[src/rtl/i2s_pkg.sv]
// i2s_pkg: shared types and elaboration helpers for the I2S transmit path.
// Latency: n/a (declarations only).
// Backpressure: n/a.
package i2s_pkg;

  typedef enum logic {
    IDLE = 1'b0,
    RUN  = 1'b1
  } i2s_tx_state_t;

  // Philips framing: data MSB trails the word-select edge by one bit clock.
  localparam int PHILIPS_DELAY = 1;

  function automatic int half_div(input int clk_freq, input int i2s_clk_freq);
    int d;
    d = clk_freq / (2 * i2s_clk_freq);
    if (d < 1) d = 1;
    return d;
  endfunction

endpackage

[src/rtl/i2s_bclk_gen.sv]
// i2s_bclk_gen: bit-clock divider, toggles i2s_clk every HALF_DIV system clocks.
// Latency: first rising edge HALF_DIV cycles after en goes high; fall strobe is same-cycle.
// Backpressure: none; en=0 clears the divider and holds i2s_clk low.
module i2s_bclk_gen #(
  parameter int HALF_DIV = 33
) (
  input  logic clk,
  input  logic rst,
  input  logic en,
  output logic i2s_clk,
  output logic fall
);

  localparam int CW = (HALF_DIV > 1) ? $clog2(HALF_DIV) : 1;
  localparam logic [CW-1:0] TERM = CW'(HALF_DIV - 1);

  logic [CW-1:0] div_cnt;
  logic          tc;

  assign tc   = en && (div_cnt == TERM);
  // Strobe marks the cycle whose closing edge drives i2s_clk 1 -> 0.
  assign fall = tc && i2s_clk;

  always_ff @(posedge clk) begin
    if (rst || !en) begin
      div_cnt <= '0;
      i2s_clk <= 1'b0;
    end else if (tc) begin
      div_cnt <= '0;
      i2s_clk <= ~i2s_clk;
    end else begin
      div_cnt <= div_cnt + 1'b1;
    end
  end

endmodule

[src/rtl/i2s_tx.sv]
// i2s_tx: I2S Philips master transmitter, one mono sample sent on both slots. Option: I2S_TX_HOLD_ON_UNDERRUN_EN.
// Latency: accepted sample goes out at the next frame load; ws/sd follow each i2s_clk fall by 1 clk.
// Backpressure: pcm_ready low while the one-entry buffer holds a sample.
module i2s_tx
  import i2s_pkg::*;
#(
  parameter int CLK_FREQ            = 100_000_000,
  parameter int I2S_CLK_FREQ        = 1_500_000,
  parameter int DATA_IN_SIZE        = 16,
  parameter int SLOT_SIZE           = 32,
  parameter int SIZE_UNDERRUN_COUNT = 6
) (
  input  logic                           clk,
  input  logic                           rst,
  input  logic                           enable,
  input  logic [DATA_IN_SIZE-1:0]        pcm_in,
  input  logic                           pcm_valid,
  output logic                           pcm_ready,
  output logic                           i2s_clk,
  output logic                           i2s_ws,
  output logic                           i2s_sd,
  output logic                           frame_start,
  output logic                           underrun,
  output logic [SIZE_UNDERRUN_COUNT-1:0] underrun_count
);

  localparam int HALF_DIV   = half_div(CLK_FREQ, I2S_CLK_FREQ);
  localparam int FRAME_BITS = 2 * SLOT_SIZE;
  localparam int BW         = $clog2(FRAME_BITS);
  localparam int PAD        = SLOT_SIZE - DATA_IN_SIZE;

  localparam logic [BW-1:0] SLOT_CNT = BW'(SLOT_SIZE);
  localparam logic [BW-1:0] LAST_CNT = BW'(FRAME_BITS - 1);

  i2s_tx_state_t state_q, state_d;

  logic                    load;
  logic                    bclk_en;
  logic                    bclk_fall;
  logic                    accept;
  logic                    buf_full_q;
  logic [DATA_IN_SIZE-1:0] buf_q;
  logic [DATA_IN_SIZE-1:0] underrun_sample;
  logic [DATA_IN_SIZE-1:0] load_sample;
  logic [SLOT_SIZE-1:0]    slot_img;
  logic [FRAME_BITS-1:0]   frame_img;
  logic [FRAME_BITS-1:0]   shift_q;
  logic [BW-1:0]           bit_cnt_q;

  assign bclk_en   = (state_q == RUN) && enable;
  assign accept    = pcm_valid && !buf_full_q;
  assign pcm_ready = !buf_full_q;

  i2s_bclk_gen #(
    .HALF_DIV (HALF_DIV)
  ) u_bclk_gen (
    .clk     (clk),
    .rst     (rst),
    .en      (bclk_en),
    .i2s_clk (i2s_clk),
    .fall    (bclk_fall)
  );

  always_comb begin
    state_d = state_q;
    load    = 1'b0;
    case (state_q)
      IDLE: begin
        if (enable) begin
          state_d = RUN;
          load    = 1'b1;
        end
      end
      RUN: begin
        if (!enable) begin
          state_d = IDLE;
        end else if (bclk_fall && (bit_cnt_q == LAST_CNT)) begin
          load = 1'b1;
        end
      end
      default: state_d = IDLE;
    endcase
  end

`ifdef I2S_TX_HOLD_ON_UNDERRUN_EN
  logic [DATA_IN_SIZE-1:0] last_q;

  assign underrun_sample = last_q;

  always_ff @(posedge clk) begin
    if (rst) begin
      last_q <= '0;
    end else if (load && buf_full_q) begin
      last_q <= buf_q;
    end
  end
`else
  assign underrun_sample = '0;
`endif

  // Left and right carry the same slot; the whole frame is pre-shifted by the Philips delay.
  assign load_sample = buf_full_q ? buf_q : underrun_sample;
  assign slot_img    = SLOT_SIZE'(load_sample) << PAD;
  assign frame_img   = {slot_img, slot_img} >> PHILIPS_DELAY;

  always_ff @(posedge clk) begin
    if (rst) begin
      state_q        <= IDLE;
      buf_full_q     <= 1'b0;
      buf_q          <= '0;
      frame_start    <= 1'b0;
      underrun       <= 1'b0;
      underrun_count <= '0;
      shift_q        <= '0;
      bit_cnt_q      <= '0;
      i2s_ws         <= 1'b0;
      i2s_sd         <= 1'b0;
    end else begin
      state_q     <= state_d;
      frame_start <= load;
      underrun    <= load && !buf_full_q;

      if (load && !buf_full_q && (underrun_count != '1)) begin
        underrun_count <= underrun_count + 1'b1;
      end

      // A sample accepted alongside a load lands after that load and waits for the next frame.
      if (load && buf_full_q) begin
        buf_full_q <= 1'b0;
      end else if (accept) begin
        buf_full_q <= 1'b1;
        buf_q      <= pcm_in;
      end

      if (state_d == IDLE) begin
        shift_q   <= '0;
        bit_cnt_q <= '0;
        i2s_ws    <= 1'b0;
        i2s_sd    <= 1'b0;
      end else begin
        i2s_ws <= (bit_cnt_q >= SLOT_CNT);
        i2s_sd <= shift_q[FRAME_BITS-1];
        if (load) begin
          shift_q   <= frame_img;
          bit_cnt_q <= '0;
        end else if (bclk_fall) begin
          shift_q   <= shift_q << 1;
          bit_cnt_q <= bit_cnt_q + 1'b1;
        end
      end
    end
  end

endmodule
[config.mk]
export PLATFORM = sky130hd
export DESIGN_NAME = i2s_tx
export DESIGN_NICKNAME = d
export VERILOG_FILES = /design/src/rtl/i2s_pkg.sv /design/src/rtl/i2s_bclk_gen.sv /design/src/rtl/i2s_tx.sv
export SDC_FILE = /design/constraint.sdc
export NUM_CORES = 1
export LEC_CHECK = 0
export CAP_MARGIN = 15
export CORE_MARGIN = 2
export CORE_UTILIZATION = 40
export CTS_BUF_LIST = sky130_fd_sc_hd__clkbuf_16
export DETAILED_ROUTE_END_ITERATION = 16
export PLACE_DENSITY = 0.63
export SYNTH_ARGS = -nofsm -noshare
export SYNTH_HDL_FRONTEND = slang
export SYNTH_SLANG_ARGS = --single-unit
[constraint.sdc]
create_clock -name clk -period 2.5 [get_ports clk]
set_input_delay 0.25 -clock clk [delete_from_list [all_inputs] [get_ports clk]]
set_output_delay 0.25 -clock clk [all_outputs]
set_load 0.05 [all_outputs]
==> flow_summary_export.csv <==
group,metric,value,unit
critical_path,path_cells,"inv_1 > ha_1 > and4bb_2 > nand2_1 > mux2i_1 > o31ai_1",
critical_path,critPathMaxStageDelay,0.48,ns
placed_design,gp_congestion,0.807,
cts,cts_buffers,9,
cts,cts_resized,0,
critical_path,crit_required,2.73,ns
cts,clk_latency,0.33,ns
final_layout,final_cell_mix,"90 x dfxtp_1, 77 x nand2_1, 38 x a21oi_1, 37 x nand3_1, 31 x clkdlybuf4s50_1",
cts,holdBufCountCts,0,
detailed_routing,viasPerCell,5.34,
final_layout,fin_nets,482,
yosys,ys_seq_elements,90,
critical_path,cp_num_buf_inv,1,
power,finalPower,2.94,mW
critical_path,crit_family,"simple AND/OR/NAND/NOR gates",
run_status,outcome,"finished clean",
cts,path_clk_slew,0.07,ns
final_layout,fillers,879,
timing,slew_headroom,57.5,%
job,drv_cap,0,
floorplanning,io_pins,32,
yosys,synth_area,3730,sq um
critical_path,crit_fanout,19,
cts,postCtsSetupRepairBufs,0,
yosys,yosysTopAreaCellShare,48.3,%
placed_design,place_hpwl,4920,um
global_route,grt_antenna_before_repair,0,
timing,hold_viol,0,
final_layout,diodes,0,
yosys,yosys_most_used_dff,"dfxtp_1",
timing,setup-tns-final,0,ns
timing,worst_pin_slew,0.636,ns
detailed_routing,remaining_drc_errors,0,
final_layout,final_common_cell,"dfxtp_1",
yosys,syn_inst,439,
detailed_routing,totalWireLength,7400,um
cts,root_buffer,"clkbuf_16",
global_route,overflow,0,
detailed_routing,dr.first_iter.drc_count,228,
power,irDropWorstVdd,0.000559,V
cts,cts_tree,"built",
global_route,grt_pass1_vias,2848,
critical_path,start_kind,"flop",
final_layout,synthToLayoutAreaGrowth,17.6,%
global_route,grt_usage,15.8,%
detailed_routing,wl_per_cell,12.9,um
critical_path,critPathCaptureType,"flop",
yosys,syn_avg_cell_area,8.50,sq um
floorplanning,die_x,101,um
floorplanning,rows,35,
detailed_routing,antenna_left,0,
yosys,synth_top_cell_by_area,"dfxtp_1",
yosys,synth_edf_count,0,
timing,drv_slew,0,
timing,max_freq,0.533,GHz
timing,skew,0.0119,ns
cts,htreeDepth,3,
yosys,seq_area_frac_synth,48.3,%
cts,cts.sinks,90,
final_layout,final_util,48.0,%
global_route,grt_max_degree,62,
yosys,yosysWarnings,0,
timing,period_share,75.1,%
critical_path,cp.arrival,2.11,ns
yosys,synth.distinct_cells,41,
final_layout,layout-drive-gt1-share,9.52,%
timing,rsz0062_at_grt,"false",
floorplanning,start_util,40.8,%
timing,min_period,1.88,ns
detailed_routing,dr.pass1.iters,4,
min_path,hold_class,"reg2reg",
placed_design,io_buffers,31,
yosys,synth_area_leaders,"dfxtp_1 48%, nand2_1 7.7%, a21oi_1 5.1%",
floorplanning,dieHeight,101,um
floorplanning,dieArea,10100,sq um
yosys,synth_fp_nets,464,
yosys,async_flop_share,0,%
power,cellPowerDensity,670,nW/um^2
power,power.leakage,1.49,nW
placed_design,post-place-ws,0.377,ns
detailed_routing,vias,3060,
critical_path,worstSetupPathType,"reg2reg",
critical_path,crit_slowest_cell,"nand2_1",
floorplanning,coreArea,9150,sq um
timing,setup_violations,0,
cts,cts_buffer_depth,2,
timing,fin_ws,0.623,ns
global_route,grt_pass1_wl,13000,um
-- per-layer routing --
layer	vias to the layer above	global-route usage (%)	share of wire, %
li1	1565	-	-
met1	1433	22.1	49
met2	58	24.4	45
met3	4	3.74	4.8
met4	0	4.21	0.73
met5	-	0	0
-- cell type report --
type | instances | area, sq um | share of cell area (%)
Clock buffer | 9 | 225 | 5.13
Clock inverter | 7 | 43.8 | 0.997
Inverter | 9 | 33.8 | 0.769
Multi-Input combinational cell | 305 | 1740 | 39.7
Sequential cell | 90 | 1800 | 41.0
Tap cell | 111 | 139 | 3.16
Timing Repair Buffer | 42 | 405 | 9.23
-- flip-flops by register name, indices dropped and copies added, names as in the netlist --
name	count
shift_q	49
buf_q	16
bit_cnt_q	6
u_bclk_gen.div_cnt	6
underrun_count	6
buf_full_q	1
frame_start	1
i2s_sd	1
i2s_ws	1
state_q	1
u_bclk_gen.i2s_clk	1
underrun	1
-- power by group --
group | internal, mW | switching [mW] | total, mW
registers | 1.47 | 0.0241 | 1.50
clock network | 0.672 | 0.552 | 1.22
logic | 0.0863 | 0.135 | 0.221
-- worst paths after layout --
check | from | to | slack, ns | cells past startpoint
hold reg to reg | shift_q[31]$_SDFFE_PP0N_ | shift_q[32]$_SDFFE_PP0N_ | 0.45 | 2
setup / recovery | u_bclk_gen.div_cnt[0]$_SDFF_PP0_ | shift_q[47]$_SDFFE_PP0P_ | 0.62 | 6
setup reg to reg | u_bclk_gen.div_cnt[0]$_SDFF_PP0_ | shift_q[47]$_SDFFE_PP0P_ | 0.62 | 6
hold / removal | shift_q[31]$_SDFFE_PP0N_ | shift_q[32]$_SDFFE_PP0N_ | 0.45 | 2
-- worst reg2reg max path: cells and delay by family, from the launching register on --
family,cells,cell delay [ns]
AOI/OAI and AO/OA,1,0.22
DFF,1,0.37
adders and majority gates,1,0.21
and+or+nand+nor,2,0.75
buffers and inverters,1,0.06
muxes,1,0.16
-- cell families (layout without fill, tap and decap cells) --
| kind of cell | Yosys count | after routing | share of synthesized area [%] |
|---|---|---|---|
| AND/OR/NAND/NOR | 161 | 161 | 20.3 |
| AO/OA/AOI/OAI | 122 | 122 | 20.3 |
| flip-flops | 90 | 90 | 48.3 |
| buffers and inverters | 44 | 67 | 5.09 |
| XOR/XNOR | 10 | 10 | 2.35 |
| multiplexers | 7 | 7 | 2.04 |
| adder cells (fa/ha/maj) | 5 | 5 | 1.68 |
-- per-stage QoR --
stage                     hold WS (ns)  cells  instance area, sq um
after floorplan                  0.386    439                  3730
after global placement           0.438    557                  4120
after detailed placement         0.443    557                  4120
after CTS                        0.455    573                  4390
after global routing             0.471    573                  4390
final                            0.454    573                  4390
-- cells in the mapped netlist, drive strengths merged, types with 2 or more instances --
library cell,n
nand2b,4
nor3,3
mux2,5
o21ai,33
a211oi,3
a31oi,30
and4,2
clkbuf,18
o211ai,16
nand3,37
nor2,18
and2,3
ha,5
xnor2,8
dfxtp,90
nor2b,7
buf,17
a21oi,38
inv,8
mux2i,2
nand2,77
nor4,2
and3,2
xor2,2
Note: power is estimated with default switching activity, not from simulation.
